[src/rtl/constants_pkg.sv]
// Shared constants and types for the PD4 front end.
// fetch_entry_t is the {pc, insn} pair buffered between fetch and decode.
package constants_pkg;

  localparam int DATA_WIDTH = 32;
  localparam int ADDR_WIDTH = 32;

  localparam logic [ADDR_WIDTH-1:0] PC_RESET_ADDR = 32'h0100_0000;

  localparam int FETCH_FIFO_DEPTH = 2;

  typedef struct packed {
    logic [ADDR_WIDTH-1:0] pc;
    logic [DATA_WIDTH-1:0] insn;
  } fetch_entry_t;

  // Credit test for the fetch request rule: slots already owed (buffered plus
  // in flight, less the entry leaving this cycle) must stay below the depth.
  function automatic logic fetch_credit_ok(input logic [1:0] count,
                                           input logic       inflight,
                                           input logic       pop);
    logic [2:0] used;
    used = {1'b0, count} + {2'b00, inflight} - {2'b00, pop};
    return used < 3'(FETCH_FIFO_DEPTH);
  endfunction

endpackage

[src/rtl/fetch_fifo.sv]
// Two-entry synchronous FIFO of fetch entries with flush and a registered head.
// Flush has priority over push and pop; reset is asynchronous active-high.
module fetch_fifo
  import constants_pkg::*;
#(
  parameter type entry_t = fetch_entry_t
) (
  input  logic       clk,
  input  logic       rst,
  input  logic       push,
  input  logic       pop,
  input  logic       flush,
  input  entry_t     wdata,
  output entry_t     head,
  output logic [1:0] count
);

  localparam int PW = $clog2(FETCH_FIFO_DEPTH);

  entry_t          mem [FETCH_FIFO_DEPTH];
  logic [PW-1:0]   rd_ptr;
  logic [PW-1:0]   wr_ptr;
  logic [1:0]      count_q;
  logic            full;
  logic            empty;
  logic            do_push;
  logic            do_pop;

  assign full    = (count_q == 2'(FETCH_FIFO_DEPTH));
  assign empty   = (count_q == 2'd0);
  assign do_pop  = pop & ~empty;
  assign do_push = push & (~full | do_pop);

  // Head is read straight out of the storage flops, never from wdata.
  assign head  = mem[rd_ptr];
  assign count = count_q;

  always_ff @(posedge clk or posedge rst) begin
    if (rst) begin
      for (int i = 0; i < FETCH_FIFO_DEPTH; i++) mem[i] <= '0;
      rd_ptr  <= '0;
      wr_ptr  <= '0;
      count_q <= '0;
    end else if (flush) begin
      rd_ptr  <= '0;
      wr_ptr  <= '0;
      count_q <= '0;
    end else begin
      if (do_push) begin
        mem[wr_ptr] <= wdata;
        wr_ptr      <= wr_ptr + 1'b1;
      end
      if (do_pop) rd_ptr <= rd_ptr + 1'b1;
      count_q <= count_q + {1'b0, do_push} - {1'b0, do_pop};
    end
  end

  // The upstream credit scheme never lets a response arrive at a full buffer.
  a_no_push_when_full: assert property (@(posedge clk) disable iff (rst)
    !(push && full && !flush));

endmodule

[src/rtl/fetch.sv]
// PD4 instruction fetch: PC, credit-based imem requests, epoch-tagged responses
// and a 2-entry {pc, insn} buffer to decode. FETCH_PERF_CNT_EN adds perf counters.
module fetch
  import constants_pkg::*;
#(
  parameter int                DWIDTH   = DATA_WIDTH,
  parameter int                AWIDTH   = ADDR_WIDTH,
  parameter logic [AWIDTH-1:0] RESET_PC = AWIDTH'(PC_RESET_ADDR)
) (
  input  logic              clk,
  input  logic              rst,
  output logic              imem_req_o,
  output logic [AWIDTH-1:0] imem_addr_o,
  input  logic [DWIDTH-1:0] imem_rdata_i,
  input  logic              redirect_i,
  input  logic [AWIDTH-1:0] redirect_pc_i,
  input  logic              ready_i,
  output logic              valid_o,
  output logic [AWIDTH-1:0] pc_o,
  output logic [DWIDTH-1:0] insn_o,
  output logic [31:0]       fetched_cnt_o,
  output logic [31:0]       bubble_cnt_o
);

  typedef struct packed {
    logic [AWIDTH-1:0] pc;
    logic [DWIDTH-1:0] insn;
  } fe_t;

  // Handshake: a transfer to decode happens in a cycle where valid_o and
  // ready_i are both high and redirect_i is low; valid_o never depends on
  // ready_i, and pc_o/insn_o hold steady while valid_o is high and not taken.

  logic [AWIDTH-1:0] pc_q;
  logic [AWIDTH-1:0] req_pc_q;
  logic              inflight_q;
  logic              inflight_epoch_q;
  logic              epoch_q;

  logic [1:0]        count;
  fe_t               head;
  fe_t               wentry;
  logic              hs;
  logic              pop;
  logic              push;
  logic              req;

  assign valid_o = (count != 2'd0);
  assign hs      = valid_o & ready_i;
  assign pop     = hs & ~redirect_i;

  // The raw handshake frees a slot for the credit test; in a redirect cycle
  // the request is suppressed anyway, so this cannot over-issue.
  assign req  = ~rst & ~redirect_i & fetch_credit_ok(count, inflight_q, hs);
  assign push = inflight_q & (inflight_epoch_q == epoch_q);

  assign imem_req_o  = req;
  assign imem_addr_o = pc_q;

  assign wentry = {req_pc_q, imem_rdata_i};
  assign pc_o   = head.pc;
  assign insn_o = head.insn;

  always_ff @(posedge clk or posedge rst) begin
    if (rst) begin
      pc_q             <= RESET_PC;
      req_pc_q         <= '0;
      inflight_q       <= 1'b0;
      inflight_epoch_q <= 1'b0;
      epoch_q          <= 1'b0;
    end else begin
      inflight_q <= req;
      if (req) begin
        inflight_epoch_q <= epoch_q;
        req_pc_q         <= pc_q;
      end
      if (redirect_i) begin
        epoch_q <= ~epoch_q;
        pc_q    <= {redirect_pc_i[AWIDTH-1:2], 2'b00};
      end else if (req) begin
        pc_q <= pc_q + AWIDTH'(4);
      end
    end
  end

  fetch_fifo #(
    .entry_t (fe_t)
  ) u_fifo (
    .clk   (clk),
    .rst   (rst),
    .push  (push),
    .pop   (pop),
    .flush (redirect_i),
    .wdata (wentry),
    .head  (head),
    .count (count)
  );

`ifdef FETCH_PERF_CNT_EN
  logic [31:0] fetched_q;
  logic [31:0] bubble_q;

  always_ff @(posedge clk or posedge rst) begin
    if (rst) begin
      fetched_q <= '0;
      bubble_q  <= '0;
    end else begin
      if (pop) fetched_q <= fetched_q + 32'd1;
      if (ready_i & ~valid_o & ~redirect_i) bubble_q <= bubble_q + 32'd1;
    end
  end

  assign fetched_cnt_o = fetched_q;
  assign bubble_cnt_o  = bubble_q;
`else
  assign fetched_cnt_o = '0;
  assign bubble_cnt_o  = '0;
`endif

endmodule

[config.mk]
export PLATFORM = sky130hd
export DESIGN_NAME = fetch
export DESIGN_NICKNAME = d
export VERILOG_FILES = /design/src/rtl/constants_pkg.sv /design/src/rtl/fetch_fifo.sv /design/src/rtl/fetch.sv
export SDC_FILE = /design/constraint.sdc
export NUM_CORES = 1
export LEC_CHECK = 0
export BUFFER_PORTS_ARGS = -buffer_cell sky130_fd_sc_hd__buf_2
export CORE_AREA = 2 2 132 134
export CTS_BUF_LIST = sky130_fd_sc_hd__clkbuf_16
export CTS_CLUSTER_DIAMETER = 50
export DETAILED_ROUTE_END_ITERATION = 8
export DIE_AREA = 0 0 134 136
export MAX_ROUTING_LAYER = met4
export PLACE_DENSITY = 0.95
export SYNTH_ARGS = -nofsm -noshare
export SYNTH_HDL_FRONTEND = slang
export SYNTH_HIERARCHICAL = 1
export SYNTH_SLANG_ARGS = --single-unit
[constraint.sdc]
create_clock -name clk -period 8.7 [get_ports clk]
set_clock_uncertainty 0.1 [all_clocks]
set_input_delay 1.74 -clock clk [delete_from_list [all_inputs] [get_ports clk]]
set_output_delay 1.74 -clock clk [all_outputs]
set_load 0.02 [all_outputs]
==> impl_metrics.prom <==
# TYPE chip_impl_metric gauge
chip_impl_metric{name="static-leakage-power",unit="uW"} 0.005356
chip_impl_info{name="criticalPathCategory",value="in2out"} 1
chip_impl_info{name="final_common_cell",value="sky130_fd_sc_hd__dfrtp_1"} 1
chip_impl_metric{name="htree_num_levels",unit=""} 4
chip_impl_metric{name="clockPowerShare",unit="%"} 20.3
chip_impl_metric{name="cap_violations",unit=""} 0
chip_impl_metric{name="gr-usage-met3",unit="%"} 4.810
chip_impl_info{name="tritoncts",value="done"} 1
chip_impl_metric{name="worst-slew-pin-transition",unit="ns"} 1.137
chip_impl_metric{name="cts_resized",unit=""} 0
chip_impl_metric{name="die_area",unit="sq mm"} 0.01822
chip_impl_metric{name="final.setup.worst_slack",unit="ns"} 3.103
chip_impl_metric{name="detail-route-antenna-nets",unit=""} 0
chip_impl_metric{name="power_report.internal_total",unit="uW"} 2267
chip_impl_metric{name="boundaryPins",unit=""} 230
chip_impl_metric{name="routabilityCongestion",unit=""} 0.8409
chip_impl_metric{name="post-cts-setup-buffers",unit=""} 0
chip_impl_metric{name="yosys.cell_types.count",unit=""} 55
chip_impl_metric{name="hold_violations",unit=""} 0
chip_impl_info{name="most-common-layout-cells",value="sky130_fd_sc_hd__dfrtp_1 (193), sky130_fd_sc_hd__buf_2 (161), sky130_fd_sc_hd__mux2_2 (128)"} 1
chip_impl_info{name="ys.flop_type",value="sky130_fd_sc_hd__dfrtp_1"} 1
chip_impl_metric{name="switchingPower",unit="uW"} 1213
chip_impl_metric{name="tritoncts_num_sinks",unit=""} 195
chip_impl_metric{name="clk-insertion-delay-late",unit="ns"} 0.42
chip_impl_metric{name="postCtsHoldBufs",unit=""} 0
chip_impl_metric{name="n_fill_cell",unit=""} 1328
chip_impl_info{name="cp-end-kind",value="output port"} 1
chip_impl_info{name="min-delay-path-class",value="reg2reg"} 1
chip_impl_metric{name="cts.clk_slew.worst_paths",unit="ns"} 0.06
chip_impl_info{name="cp_cell_sequence",value="buf_2 -> and2_1 -> ha_1 -> nand2b_1 -> fa_1 -> xnor2_1 -> nand3_2 -> buf_4 -> inv_2 -> buf_2"} 1
chip_impl_metric{name="post_route_cells_drive_above_1_share",unit="%"} 42.12
chip_impl_metric{name="critPathMaxFanout",unit=""} 57
chip_impl_metric{name="arrival",unit="ns"} 3.76
chip_impl_metric{name="grt_use_total",unit="%"} 24.30
chip_impl_metric{name="yosysSeqAreaShare",unit="%"} 50.61
chip_impl_info{name="path_common_cell",value="sky130_fd_sc_hd__buf_2"} 1
chip_impl_metric{name="detail_route.iter0.violations",unit=""} 345
chip_impl_metric{name="worst-r2r-cell-count",unit=""} 13
chip_impl_metric{name="average_via_count_per_standard_cell",unit=""} 5.507
chip_impl_info{name="setup.worst_path.start",value="ready_i"} 1
chip_impl_metric{name="synthToLayoutAreaGrowth",unit="%"} 12.55
chip_impl_metric{name="slew_violations",unit=""} 0
chip_impl_metric{name="die_width",unit="um"} 134
chip_impl_metric{name="timing.critical_path.slowest_cell_delay",unit="ns"} 0.51
chip_impl_metric{name="synthCells",unit=""} 787
chip_impl_metric{name="num_rows",unit=""} 48
chip_impl_metric{name="finalNetCount",unit=""} 1007
chip_impl_metric{name="netSwitchingFraction",unit="%"} 34.86
chip_impl_metric{name="grt_start_max_net_pins",unit=""} 74
chip_impl_metric{name="timing.final.crit_share",unit="%"} 64.34
chip_impl_metric{name="asyncSetResetFlopFracSynth",unit="%"} 100.0
chip_impl_metric{name="power_frac_seq",unit="%"} 43.9
chip_impl_metric{name="grt_pass1_vias",unit=""} 6436
chip_impl_metric{name="grt_first_pass_wirelength",unit="mm"} 33.62
chip_impl_metric{name="route.detailed.drc",unit=""} 0
chip_impl_metric{name="detailedPlacementHpwl",unit="mm"} 13.63
chip_impl_metric{name="route.vias.total",unit=""} 6443
chip_impl_metric{name="vdd_ir_drop_max",unit="mV"} 0.1924
chip_impl_info{name="slowest_stage",value="sky130_fd_sc_hd__buf_4"} 1
chip_impl_metric{name="achievable-frequency",unit="MHz"} 178.7
chip_impl_info{name="critical_path.reg2reg.startpoint",value="u_fifo/count[1]"} 1
chip_impl_metric{name="finalSetupViolCount",unit=""} 0
chip_impl_metric{name="power_density",unit="mW/mm^2"} 320.6
chip_impl_metric{name="register_to_register_setup_slack",unit="ns"} 4.31
chip_impl_metric{name="drt_first_pass_iters",unit=""} 5
chip_impl_metric{name="clock_buffer_depth",unit=""} 2
chip_impl_metric{name="synth_area",unit="sq mm"} 0.009644
chip_impl_metric{name="synth_area_per_cell",unit="sq um"} 12.25
chip_impl_metric{name="global_route.usage.met2",unit="%"} 38.55
chip_impl_metric{name="power_frac_comb",unit="%"} 35.8
chip_impl_info{name="busiest_layer",value="met2"} 1
chip_impl_metric{name="yosys_warnings",unit=""} 6
chip_impl_metric{name="synth_enable_flop_cells",unit=""} 0
chip_impl_metric{name="coreArea",unit="sq mm"} 0.01688
chip_impl_info{name="outcome",value="finished, final reports clean"} 1
chip_impl_info{name="r2r-end",value="imem_addr_o[7]"} 1
chip_impl_metric{name="max-slew-margin-rel",unit="%"} 23.94
chip_impl_metric{name="setup-tns-final",unit="ns"} 0
chip_impl_metric{name="portBuffers",unit=""} 161
chip_impl_metric{name="number_of_buffers_added_by_the_clock_tree_synthesis_step",unit=""} 17
chip_impl_metric{name="antenna_found_initial",unit=""} 0
chip_impl_metric{name="detailedPlace.worstSlack",unit="ns"} 3.099
chip_impl_metric{name="crit_required",unit="ns"} 6.86
chip_impl_metric{name="finalCoreUtilization",unit="%"} 64.32
chip_impl_metric{name="drt-total-wl",unit="mm"} 20.71
chip_impl_metric{name="initial_core_util",unit="%"} 57.15
chip_impl_metric{name="dieHeight",unit="um"} 136
chip_impl_metric{name="min_period",unit="ns"} 5.597
chip_impl_metric{name="postSynthRegisterBits",unit=""} 195
chip_impl_info{name="cts.root.buffer_cell",value="sky130_fd_sc_hd__clkbuf_16"} 1
chip_impl_info{name="rsz0062_at_grt",value="false"} 1
chip_impl_metric{name="grt_overflow_total",unit=""} 0
chip_impl_metric{name="met1_usage",unit="%"} 31.60
chip_impl_metric{name="drt-wirelength-per-cell",unit="um"} 17.70
chip_impl_metric{name="n_antenna_cell",unit=""} 0
chip_impl_info{name="worst_setup_path_endpoint",value="imem_req_o"} 1
chip_impl_info{name="worstSetupStartpointType",value="input pin"} 1
[flip-flops by register name (all words and copies together) (netlist names)]
signal and count:
u_fifo/count 2, inflight_q 1, req_pc_q 30, u_fifo/mem 128
u_fifo/wr_ptr 1, imem_addr_o 30, u_fifo/rd_ptr 1, inflight_epoch_q 1
epoch_q 1
[routing by layer]
metal	part of all wire [%]	wire [um]	vias to the layer above
met2	48	9892	301
met5	0	0	-
met3	7.7	1588	31
li1	-	-	2911
met4	1.8	372	0
met1	43	8857	3200
[worst max-delay path, delay by kind of cell]
kind	cells	cell delay, ns
xor gates and xnor gates	1	0.15
and+or+nand+nor	3	0.37
adders and majority gates	2	0.65
buffers and inverters	4	0.84
[logic make-up after synthesis]
kind of cell,count (synthesis),synth area share (%)
compound gates,57,4.191
xor+xnor,9,0.8174
fa+ha+maj,5,0.7265
buf+inv,116,7.901
flops,195,50.61
mux,197,25.27
other cells,1,0.03888
simple gates,207,10.44
[area by class of cell]
cell class	instances	area, sq um	share of cell area [%]
Clock inverter	13	95.09	0.8761
Clock buffer	17	425.4	3.919
Sequential cell	195	4885	45.00
Multi-Input combinational cell	545	4282	39.45
Timing Repair Buffer	167	850.8	7.839
Inverter	8	35.03	0.3228
Tap cell	225	281.5	2.594
[through the flow]
step	cell area, sq um	hold WS, ns	cells	power [uW]
after global placement	10330	0.3625	1140	2717
after global routing	10850	0.4023	1170	3693
final	10850	0.3971	1170	3480
after CTS	10850	0.3942	1170	3506
after detailed placement	10330	0.3768	1140	2787
after floorplan	9903	0.3522	856	2432
[worst min-delay path by stage]
stage | startpoint | endpoint | slack [ns] | cells past startpoint
finish | u_fifo/mem[21] | u_fifo/mem[21] | 0.40 | 1
global route | u_fifo/mem[21] | u_fifo/mem[21] | 0.40 | 1
CTS | u_fifo/mem[23] | u_fifo/mem[23] | 0.39 | 1
detailed placement | u_fifo/mem[23] | u_fifo/mem[23] | 0.38 | 1
global placement | u_fifo/mem[21] | u_fifo/mem[21] | 0.36 | 1
floorplan | u_fifo/mem[20] | u_fifo/mem[20] | 0.35 | 1
[power groups by stage]
stage               combinational [uW]  sequential [uW]  clock [uW]
floorplan                          950             1480           0
global placement                  1210             1500           0
detailed placement                1250             1540           0
CTS                               1260             1530         726
global route                      1350             1580         767
finish                            1250             1530         707
[synthesized netlist by cell type (7+ instances only)]
| library cell | n | area (sq um) |
|---|---|---|
| sky130_fd_sc_hd__nand2_1 | 112 | 420.4 |
| sky130_fd_sc_hd__dfrtp_1 | 194 | 4855 |
| sky130_fd_sc_hd__o21ai_0 | 17 | 85.08 |
| sky130_fd_sc_hd__nand4_1 | 15 | 93.84 |
| sky130_fd_sc_hd__mux2_4 | 60 | 900.9 |
| sky130_fd_sc_hd__inv_1 | 7 | 26.28 |
| sky130_fd_sc_hd__nand3_1 | 14 | 70.07 |
| sky130_fd_sc_hd__nor2_1 | 15 | 56.30 |
| sky130_fd_sc_hd__buf_6 | 7 | 78.83 |
| sky130_fd_sc_hd__mux2_2 | 128 | 1441 |
| sky130_fd_sc_hd__and3_1 | 7 | 43.79 |
| sky130_fd_sc_hd__a221o_1 | 11 | 110.1 |
| sky130_fd_sc_hd__buf_4 | 71 | 533.0 |
| sky130_fd_sc_hd__clkbuf_1 | 22 | 82.58 |
Note: power is estimated with default switching activity, not from simulation.
